===== src/rtl/mem_initiator.sv =====
// Single-outstanding command engine for the translated memory block: turns
// read / write / read-modify-write / TLB-load commands into channel traffic.
module mem_initiator #(
    parameter int VIRT_ADDR_WIDTH = 32,
    parameter int PHYS_ADDR_WIDTH = 28,
    parameter int DATA_WIDTH      = 64,
    parameter int TIMEOUT_CYCLES  = 64
) (
    input  logic                       clk,
    input  logic                       rst,

    input  logic                       cmd_valid,
    output logic                       cmd_ready,
    input  logic [1:0]                 cmd_op,
    input  logic [VIRT_ADDR_WIDTH-1:0] cmd_addr,
    input  logic [PHYS_ADDR_WIDTH-1:0] cmd_phys,
    input  logic [DATA_WIDTH-1:0]      cmd_data,
    input  logic [DATA_WIDTH/8-1:0]    cmd_mask,

    output logic                       cpl_valid,
    input  logic                       cpl_ready,
    output logic [1:0]                 cpl_op,
    output logic [DATA_WIDTH-1:0]      cpl_data,
    output logic [3:0]                 cpl_status,

    output logic                       read_req_valid,
    input  logic                       read_req_ready,
    output logic [VIRT_ADDR_WIDTH-1:0] read_req_addr,
    output logic [DATA_WIDTH/8-1:0]    read_req_mask,
    input  logic                       read_resp_valid,
    output logic                       read_resp_ready,
    input  logic [DATA_WIDTH-1:0]      read_resp_data,
    input  logic [3:0]                 read_resp_status,

    output logic                       write_req_valid,
    input  logic                       write_req_ready,
    output logic [VIRT_ADDR_WIDTH-1:0] write_req_addr,
    output logic [DATA_WIDTH/8-1:0]    write_req_mask,
    output logic [DATA_WIDTH-1:0]      write_req_data,
    input  logic                       write_resp_valid,
    output logic                       write_resp_ready,
    input  logic [3:0]                 write_resp_status,

    output logic                       tlb_load_valid,
    input  logic                       tlb_load_ready,
    output logic [VIRT_ADDR_WIDTH-1:0] tlb_load_virt_base,
    output logic [PHYS_ADDR_WIDTH-1:0] tlb_load_phys_base,

    output logic [7:0]                 err_count
);

    localparam int MASK_W = DATA_WIDTH / 8;
    localparam int CNT_W  = (TIMEOUT_CYCLES > 1) ? $clog2(TIMEOUT_CYCLES) : 1;
    localparam logic [CNT_W-1:0] TMO_LAST = CNT_W'(TIMEOUT_CYCLES - 1);

    typedef enum logic [1:0] {
        OP_READ  = 2'b00,
        OP_WRITE = 2'b01,
        OP_RMW   = 2'b10,
        OP_TLB   = 2'b11
    } op_t;

    typedef enum logic [2:0] {
        IDLE,
        RD_ISSUE,
        RD_WAIT,
        WR_ISSUE,
        WR_WAIT,
        TLB_ISSUE,
        CPL
    } state_t;

    state_t                     state, next_state;
    op_t                        op_q;
    logic [VIRT_ADDR_WIDTH-1:0] addr_q;
    logic [PHYS_ADDR_WIDTH-1:0] phys_q;
    logic [DATA_WIDTH-1:0]      data_q;
    logic [MASK_W-1:0]          mask_q;
    logic [DATA_WIDTH-1:0]      cpl_data_q;
    logic [3:0]                 cpl_status_q;
    logic [CNT_W-1:0]           tmo_cnt;
    logic                       tmo_hit;
    logic                       tmo_fire;
    logic                       timed_state;
    logic [DATA_WIDTH-1:0]      merged;

    assign tmo_hit     = (tmo_cnt == TMO_LAST);
    assign timed_state = state inside {RD_ISSUE, RD_WAIT, WR_ISSUE, WR_WAIT, TLB_ISSUE};

    // Command bytes win where the mask is set; the rest come from the read.
    always_comb begin
        merged = read_resp_data;
        for (int i = 0; i < MASK_W; i++) begin
            if (mask_q[i]) merged[8*i +: 8] = data_q[8*i +: 8];
        end
    end

    always_ff @(posedge clk or posedge rst) begin
        if (rst) state <= IDLE;
        else     state <= next_state;
    end

    always_comb begin
        // NOTE: every output gets a default first so no path infers a latch.
        next_state       = state;
        tmo_fire         = 1'b0;
        cmd_ready        = 1'b0;
        cpl_valid        = 1'b0;
        read_req_valid   = 1'b0;
        read_resp_ready  = 1'b0;
        write_req_valid  = 1'b0;
        write_resp_ready = 1'b0;
        tlb_load_valid   = 1'b0;

        case (state)
            IDLE: begin
                cmd_ready        = 1'b1;
                read_resp_ready  = 1'b1;
                write_resp_ready = 1'b1;
                if (cmd_valid) begin
                    case (op_t'(cmd_op))
                        OP_WRITE: next_state = WR_ISSUE;
                        OP_TLB:   next_state = TLB_ISSUE;
                        default:  next_state = RD_ISSUE;
                    endcase
                end
            end
            RD_ISSUE: begin
                read_req_valid = 1'b1;
                if (read_req_ready) next_state = RD_WAIT;
                else if (tmo_hit) begin
                    next_state = CPL;
                    tmo_fire   = 1'b1;
                end
            end
            RD_WAIT: begin
                read_resp_ready = 1'b1;
                if (read_resp_valid) begin
                    if (op_q == OP_RMW && read_resp_status == 4'h0) next_state = WR_ISSUE;
                    else                                            next_state = CPL;
                end else if (tmo_hit) begin
                    next_state = CPL;
                    tmo_fire   = 1'b1;
                end
            end
            WR_ISSUE: begin
                write_req_valid = 1'b1;
                if (write_req_ready) next_state = WR_WAIT;
                else if (tmo_hit) begin
                    next_state = CPL;
                    tmo_fire   = 1'b1;
                end
            end
            WR_WAIT: begin
                write_resp_ready = 1'b1;
                if (write_resp_valid) next_state = CPL;
                else if (tmo_hit) begin
                    next_state = CPL;
                    tmo_fire   = 1'b1;
                end
            end
            TLB_ISSUE: begin
                tlb_load_valid = 1'b1;
                if (tlb_load_ready) next_state = CPL;
                else if (tmo_hit) begin
                    next_state = CPL;
                    tmo_fire   = 1'b1;
                end
            end
            CPL: begin
                cpl_valid        = 1'b1;
                read_resp_ready  = 1'b1;
                write_resp_ready = 1'b1;
                if (cpl_ready) next_state = IDLE;
            end
            default: next_state = IDLE;
        endcase
    end

    // Datapath registers are reset too, so every payload output reads 0 after reset.
    always_ff @(posedge clk or posedge rst) begin
        if (rst) begin
            op_q         <= OP_READ;
            addr_q       <= '0;
            phys_q       <= '0;
            data_q       <= '0;
            mask_q       <= '0;
            cpl_data_q   <= '0;
            cpl_status_q <= 4'h0;
        end else begin
            if (state == IDLE && cmd_valid) begin
                op_q         <= op_t'(cmd_op);
                addr_q       <= cmd_addr;
                phys_q       <= cmd_phys;
                data_q       <= cmd_data;
                mask_q       <= cmd_mask;
                cpl_data_q   <= '0;
                cpl_status_q <= 4'h0;
            end
            if (state == RD_WAIT && read_resp_valid) begin
                cpl_status_q <= read_resp_status;
                if (op_q == OP_RMW && read_resp_status == 4'h0) begin
                    cpl_data_q <= merged;
                    data_q     <= merged;
                    mask_q     <= '1;
                end else begin
                    cpl_data_q <= read_resp_data;
                end
            end
            if (state == WR_WAIT && write_resp_valid) cpl_status_q <= write_resp_status;
            if (tmo_fire) begin
                cpl_status_q <= 4'hF;
                cpl_data_q   <= '0;
            end
        end
    end

    // The timeout counter restarts on every state change, so each ISSUE/WAIT gets a full budget.
    always_ff @(posedge clk or posedge rst) begin
        if (rst)                       tmo_cnt <= '0;
        else if (next_state != state)  tmo_cnt <= '0;
        else if (timed_state)          tmo_cnt <= tmo_cnt + CNT_W'(1);
    end

    always_ff @(posedge clk or posedge rst) begin
        if (rst) begin
            err_count <= 8'd0;
        end else if (state == CPL && cpl_ready && cpl_status_q != 4'h0 && err_count != 8'hFF) begin
            err_count <= err_count + 8'd1;
        end
    end

    assign cpl_op             = op_q;
    assign cpl_data           = cpl_data_q;
    assign cpl_status         = cpl_status_q;
    assign read_req_addr      = addr_q;
    assign read_req_mask      = mask_q;
    assign write_req_addr     = addr_q;
    assign write_req_mask     = mask_q;
    assign write_req_data     = data_q;
    assign tlb_load_virt_base = addr_q;
    assign tlb_load_phys_base = phys_q;

endmodule


===== config.mk =====
export PLATFORM = sky130hd
export DESIGN_NAME = mem_initiator
export DESIGN_NICKNAME = d
export VERILOG_FILES = /design/src/rtl/mem_initiator.sv
export SDC_FILE = /design/constraint.sdc
export NUM_CORES = 1
export LEC_CHECK = 0
export BUFFER_PORTS_ARGS = -buffer_cell sky130_fd_sc_hd__buf_2
export CAP_MARGIN = 20
export CORE_AREA = 2 2 198 200
export CTS_CLUSTER_SIZE = 20
export DETAILED_ROUTE_END_ITERATION = 16
export DIE_AREA = 0 0 200 202
export PLACE_DENSITY_LB_ADDON = 0.2
export SYNTH_ARGS = -nofsm -noshare
export SYNTH_HDL_FRONTEND = slang
export SYNTH_SLANG_ARGS = --single-unit

===== constraint.sdc =====
create_clock -name clk -period 9.22 [get_ports clk]
set_input_delay 0.922 -clock clk [delete_from_list [all_inputs] [get_ports clk]]
set_output_delay 0.922 -clock clk [all_outputs]
set_load 0.03 [all_outputs]

==> flow_metrics.py, run 1 <==
metrics = {
    "clocking": {
        "insertion_delay_ns": 0.55,
        "clockRootBuffer": "sky130_fd_sc_hd__clkbuf_16",
        "clockBufferDepth": 3,
        "clock_tree.htree_level_count": 1,
        "sinks_on_clock_net": 219,
        "tritoncts": "yes",
        "ctsResizeCount": 0,
        "tritoncts.num_buffers": 27,
        "clkSlewWorstSetupHoldPaths_ns": 0.06,
        "cts_hold_buf": 0,
        "cts_setup_buffers": 0,
    },
    "placed_design": {
        "placement.io_buffers": 503,
        "pre_cts_slack_ns": 5.57,
        "hpwl_um": 28000,
        "routabilityCongestion": 0.824,
    },
    "grt": {
        "globalRoute.totalOverflow": 0,
        "grt_antenna_before_repair": 7,
        "overall_track_demand_over_capacity_in_global_routing_pct": 18.8,
        "first_global_vias": 9504,
        "grt_pass1_wl_um": 58500,
        "grt_max_degree": 94,
    },
    "worst_setup_path": {
        "cp.required_ns": 9.69,
        "worst_setup_path_class": "reg -> reg",
        "critPathLaunchType": "register",
        "rrSetupSlack_ns": 5.82,
        "cp.arrival_ns": 3.87,
        "timing.critical_path.to_type": "register",
        "crit_fanout": 71,
    },
    "sta": {
        "setup-violations-final": 0,
        "final_min_period_over_clock_period_pct": 36.9,
        "max_clock_freq_mhz": 294,
        "worst_slew_pin_slew_ns": 0.859,
        "slew-limit-headroom_pct": 42.6,
        "hold_violation_count_in_the_final_report": 0,
        "clock_skew_ns": 0.0270,
        "slew_viol_final": 0,
        "hold_slack_ns": 0.471,
        "timing.final.crit_period_ns": 3.40,
        "timing.setup.tns_ns": 0,
        "rsz0062_at_grt": "false",
        "fin_ws_ns": 5.82,
    },
    "outcome": {
        "run_status": "finished, final reports clean",
    },
    "yosys": {
        "ys.warnings.count": 0,
        "synth_area_um2": 10700,
        "synth_top_flop_cell": "sky130_fd_sc_hd__dfrtp_1",
        "synth.lib_cells_used.distinct": 54,
        "postSynthRegisterBits": 219,
        "async_flop_share_pct": 100,
        "synth_fp_nets": 1305,
        "syn-instance-count": 1088,
        "synth_enable_flop_cells": 0,
        "average_cell_area_after_synthesis_um2": 9.83,
        "synth_seq_area_share_pct": 51.2,
    },
    "drt": {
        "wirelength_per_cell_um": 19.2,
        "num_vias": 9357,
        "drt_wl_total_um": 39200,
        "route.antenna.remaining_nets": 0,
        "post_drt_via_cell_ratio": 4.59,
        "drt-pass1-iter-count": 4,
        "dr.first_iter.drc_count": 407,
        "post-route-drc-count": 0,
    },
    "floorplan": {
        "coreArea_um2": 38300,
        "start_util_pct": 27.9,
        "die_x_um": 200,
        "std_cell_rows": 72,
        "io-pin-count": 504,
        "die_height_um": 202,
        "die_area_um2": 40400,
    },
    "final_layout": {
        "post_route_cells_drive_above_1_share_pct": 45.2,
        "final_core_utilization_pct": 36.8,
        "most-common-layout-cells": "503 x sky130_fd_sc_hd__buf_2, 219 x sky130_fd_sc_hd__dfrtp_1, 214 x sky130_fd_sc_hd__nand2_1",
        "finish.net_count": 1713,
        "area.growth.synth_to_final_pct": 31.6,
        "fillers": 3948,
        "layout.cells.most_common": "sky130_fd_sc_hd__buf_2",
    },
    "power": {
        "power.total_mw": 5.57,
        "worst_ir_drop_vdd_mv": 0.161,
        "power-per-cell-area_nw_per_um2": 396,
        "total_leakage_power_nw": 7.48,
    },
    "hold_path": {
        "min_path_type": "in -> async",
    },
    "flow_run": {
        "drv_cap": 0,
    },
}
## layer usage
layer	routed length (um)	track usage, %
met2	19200	32.1
met3	2890	4.56
met5	65	0
met1	16200	23.5
met4	806	5.42
## Yosys cell counts (all sizes together) (2+ instances only)
| library cell | number | area (um2) |
|---|---|---|
| dfrtp | 219 | 5480 |
| nand2 | 214 | 803 |
| buf | 107 | 731 |
| nor2 | 77 | 305 |
| inv | 71 | 267 |
| a21oi | 70 | 444 |
| a22oi | 69 | 518 |
| mux2 | 65 | 732 |
| o22ai | 64 | 400 |
| clkbuf | 28 | 109 |
| nand3 | 24 | 160 |
| nor3 | 10 | 80.1 |
| nand2b | 9 | 56.3 |
| a21o | 8 | 120 |
| xnor2 | 8 | 70.1 |
| a211o | 5 | 45.0 |
| and3 | 4 | 30.0 |
| xor2 | 4 | 35.0 |
| o21ai | 3 | 26.3 |
| a211oi | 2 | 20.0 |
| and3b | 2 | 17.5 |
| ha | 2 | 25.0 |
| mux2i | 2 | 20.0 |
| nand4 | 2 | 12.5 |
| nor3b | 2 | 15.0 |
| nor4b | 2 | 23.8 |
| or3 | 2 | 12.5 |
## worst paths after layout
| kind | endpoint | cells past startpoint | from |
|---|---|---|---|
| hold / removal | read_req_addr[20] | 2 | rst |
| setup reg to reg | tmo_cnt[2] | 6 | state[0] |
| max in group asynchronous | write_req_data[58] | 5 | rst |
| setup / recovery | tmo_cnt[2] | 6 | state[0] |
| hold reg to reg | tlb_load_phys_base[23] | 2 | tlb_load_phys_base[23] |
| min in group clk | tlb_load_phys_base[23] | 2 | tlb_load_phys_base[23] |
## final cells by class
cell class              instances  area, um2  area share (%)
flip-flops and latches        219       5480            38.9
inverters                      71        274            1.95
diodes                          3       7.51          0.0533
clock buffers                  40        815            5.78
repair buffers                514       2620            18.6
multi-input cells             663       4150            29.5
well taps                     518        648            4.60
clock inverters                10       86.3           0.613
## critical path, stage by stage, from the launching register on
cell and delay [ns]:
sky130_fd_sc_hd__dfrtp_1 0.74, sky130_fd_sc_hd__or4b_4 0.76, sky130_fd_sc_hd__buf_4 0.78, sky130_fd_sc_hd__o221ai_1 0.22
sky130_fd_sc_hd__a211o_2 0.35, sky130_fd_sc_hd__o2bb2ai_4 0.18, sky130_fd_sc_hd__nor3_2 0.20
## flip-flops by register name (all words and copies together), names as in the netlist
name	count
tlb_load_phys_base	28
write_req_data	64
state	3
read_req_addr	32
tmo_cnt	6
cpl_data	64
cpl_op	2
err_count	8
cpl_status	4
read_req_mask	8
## cells by family after synthesis
family                     share of synthesized area, %
DFF                                                51.2
xor gates and xnor gates                          0.982
buffers and inverters                              10.3
and+or+nand+nor                                    14.9
muxes                                              7.03
AOI/OAI and AO/OA                                  15.4
adders and majority gates                         0.234
## report_power, final
group	internal (mW)	leakage, nW	switching [mW]	total, mW
clock	0.638	0.441	0.435	1.07
combinational	0.785	4.38	1.99	2.78
sequential	1.37	2.66	0.353	1.72
total	2.79	7.48	2.78	5.57
## per-stage QoR
stage | cells | instance area, um2
CTS | 2034 | 14000
floorplan | 1088 | 10700
finish | 2038 | 14100
detailed placement | 1984 | 13100
global route | 2037 | 14100
global placement | 1984 | 13100
(Power assumes the default switching activity.)
==> inputs of run 2 (changes only) <==
clock period = 2.76 ns   (was 9.22 ns; I/O delays follow)
==> run 2 against run 1 <==
Maximum frequency rose by 33%. Flip-flop and latch count did not move. Final cell count rose by 5.0%. Power rose to 3.3 times the previous value. Clock-buffer cell count fell by 1. Utilization rose by 2.5 points. Sequential power rose to 3.3 times the previous value. Wire length rose by 3.2%. Register-to-register slack got worse by 5.6 ns. Via count rose by 4.7%. Non-clock buffer count rose by 105. Highest routed layer unchanged.
==> flow_metrics.py, run 2 (same netlist as run 1, synthesis figures left out) <==
metrics = {
    "floorplan": {
        "die_height_um": 202,
        "io-pin-count": 504,
        "coreArea_um2": 38300,
        "std_cell_rows": 72,
        "start_util_pct": 27.9,
        "die_area_um2": 40400,
        "die_x_um": 200,
    },
    "worst_setup_path": {
        "crit_slowest_cell": "sky130_fd_sc_hd__dlygate4sd3_1",
        "timing.critical_path.to_type": "register",
        "crit_fanout": 16,
        "worst_path_largest_cell_delay_ns": 0.54,
        "cp.buffers_inverters": 3,
        "worst_setup_path_class": "reg -> reg",
        "critical_path.cell_chain": "nor4b_4 -> buf_4 -> buf_4 -> nor2_8 -> a21o_4 -> a21oi_2 -> dlygate4sd3_1",
        "critical_path.most_common_cell": "sky130_fd_sc_hd__buf_4",
        "cp.arrival_ns": 3.02,
        "cp.required_ns": 3.23,
        "critPathLaunchType": "register",
        "critPathTopFamily": "buffers and inverters",
    },
    "final_layout": {
        "finish.net_count": 1818,
        "layout.cells.most_common": "sky130_fd_sc_hd__buf_2",
        "fillers": 3904,
        "post_route_cells_drive_above_1_share_pct": 42.6,
        "post_layout_nonfiller_instances": 2139,
        "area.growth.synth_to_final_pct": 40.7,
        "post-route-cell-area_um2": 15100,
        "register_area_um2": 5480,
        "multi_input_combinational_cell_area_um2": 4160,
        "most-common-layout-cells": "503 x sky130_fd_sc_hd__buf_2, 217 x sky130_fd_sc_hd__dfrtp_1, 214 x sky130_fd_sc_hd__nand2_1",
    },
    "grt": {
        "first_global_vias": 10000,
        "globalRoute.totalOverflow": 0,
        "grt_pass1_wl_um": 60100,
        "grt_max_degree": 92,
        "overall_track_demand_over_capacity_in_global_routing_pct": 19.2,
        "grt_antenna_before_repair": 7,
    },
    "clocking": {
        "clkSlewWorstSetupHoldPaths_ns": 0.06,
        "insertion_delay_ns": 0.54,
        "clock_tree.htree_level_count": 1,
        "tritoncts.num_buffers": 27,
        "clockBufferDepth": 3,
        "clockRootBuffer": "sky130_fd_sc_hd__clkbuf_16",
        "tritoncts": "yes",
        "sinks_on_clock_net": 219,
    },
    "flow_run": {
        "drv_cap": 0,
    },
    "placed_design": {
        "placed_area_um2": 13300,
        "routabilityCongestion": 0.816,
        "placement.io_buffers": 503,
        "dp_cells": 1993,
        "hpwl_um": 28400,
    },
    "drt": {
        "drt-pass1-iter-count": 4,
        "num_vias": 9800,
        "route.antenna.remaining_nets": 0,
        "post_drt_via_cell_ratio": 4.58,
        "post-route-drc-count": 0,
        "wirelength_per_cell_um": 18.9,
        "dr.first_iter.drc_count": 438,
        "drt_wl_total_um": 40400,
    },
    "power": {
        "p_clk_share_pct": 17.7,
        "relative_contribution_of_sequential_cells_to_total_power_pct": 30.9,
        "total_leakage_power_nw": 7.88,
        "internal_power_mw": 9.25,
        "power-per-cell-area_nw_per_um2": 1230,
        "worst_ir_drop_vdd_mv": 0.568,
        "power.total_mw": 18.5,
        "power_frac_comb_pct": 51.4,
        "power_switching_share_pct": 50.1,
        "netSwitchingPower_mw": 9.28,
    },
    "sta": {
        "setup-violations-final": 0,
        "timing.final.crit_period_ns": 2.55,
        "final_min_period_over_clock_period_pct": 92.4,
        "max_clock_freq_mhz": 392,
        "worst_slew_pin_slew_ns": 0.841,
        "clock_skew_ns": 0.00963,
        "rsz0062_at_grt": "false",
        "hold_slack_ns": 0.0304,
        "hold_violation_count_in_the_final_report": 0,
        "timing.setup.tns_ns": 0,
        "slew-limit-headroom_pct": 43.9,
        "slew_viol_final": 0,
    },
    "hold_path": {
        "min_path_type": "in -> reg",
    },
    "outcome": {
        "run_status": "finished, final reports clean",
    },
}
==> run 2: changes by cell type in the layout (fill, tap and decap cells not counted), moves of 2 or more <==
cell | previous run | this run
sky130_fd_sc_hd__clkbuf_8 | 9 | 4
sky130_fd_sc_hd__buf_4 | 10 | 16
sky130_fd_sc_hd__diode_2 | 3 | 5
sky130_fd_sc_hd__dlygate4sd3_1 | 0 | 94
sky130_fd_sc_hd__buf_12 | 0 | 5
sky130_fd_sc_hd__clkbuf_1 | 4 | 8
sky130_fd_sc_hd__dfrtp_2 | 0 | 2
sky130_fd_sc_hd__dfrtp_1 | 219 | 217
==> run 2: area by class of cell <==
| cell class | count | area share (%) |
|---|---|---|
| diodes | 5 | 0.0831 |
| clock buffers | 39 | 5.05 |
| clock inverters | 5 | 0.183 |
| inverters | 71 | 1.80 |
| multi-input cells | 663 | 27.7 |
| flip-flops and latches | 219 | 36.4 |
| well taps | 518 | 4.31 |
| repair buffers | 619 | 24.5 |
==> run 2: final timing paths <==
path / from / endpoint / slack, ns / cells after the start
max: state[2] / write_req_data[63] / 0.21 / 7
min: read_resp_data[19] / write_req_data[19] / 0.03 / 3
max reg2reg: state[2] / write_req_data[63] / 0.21 / 7
min reg2reg: tlb_load_phys_base[25] / tlb_load_phys_base[25] / 0.47 / 2
max in group asynchronous: rst / write_req_data[1] / 1.81 / 4
min in group asynchronous: rst / cpl_status[3] / 0.43 / 4
==> run 2: metal layers <==
layer,up-vias,global-route usage [%],part of all wire [%]
met2,334,33.2,50
met3,59,4.72,7.3
met1,4748,23.5,41
met5,-,0,0.077
li1,4655,-,-
met4,4,5.48,2.2
==> run 2: tightest hold or removal path: stages <==
cell and delay (ns):
sky130_fd_sc_hd__buf_2 0.09, sky130_fd_sc_hd__o22ai_1 0.05, sky130_fd_sc_hd__a21oi_1 0.11
==> run 2: per-stage QoR <==
| step | setup WS (ns) | util [%] |
|---|---|---|
| 5_1_grt | 0.0555 | 39.3 |
| 3_5_place_dp | 0.490 | 34.6 |
| 3_3_place_gp | 0.541 | 34.6 |
| 4_1_cts | 0.0129 | 39.2 |
| 2_1_floorplan | -0.370 | - |
| 6_report | 0.211 | 39.3 |
==> run 2: power groups by stage <==
stage / Sequential (mW) / Clock (mW) / Combinational, mW
after global placement: 5.70 / 0 / 9.45
after detailed placement: 5.75 / 0 / 9.50
after CTS: 5.72 / 3.41 / 9.63
final: 5.73 / 3.28 / 9.53
after global routing: 5.93 / 3.53 / 10.2
after floorplan: 8.12 / 0 / 4.53
==> run 2: timing repair <==
action | CTS | global route
setup buffers | 0 | 3
hold endpoints to repair | 251 | 0
setup endpoints to repair | 0 | 1
resized for setup | 0 | 4
hold buffers | 94 | 0
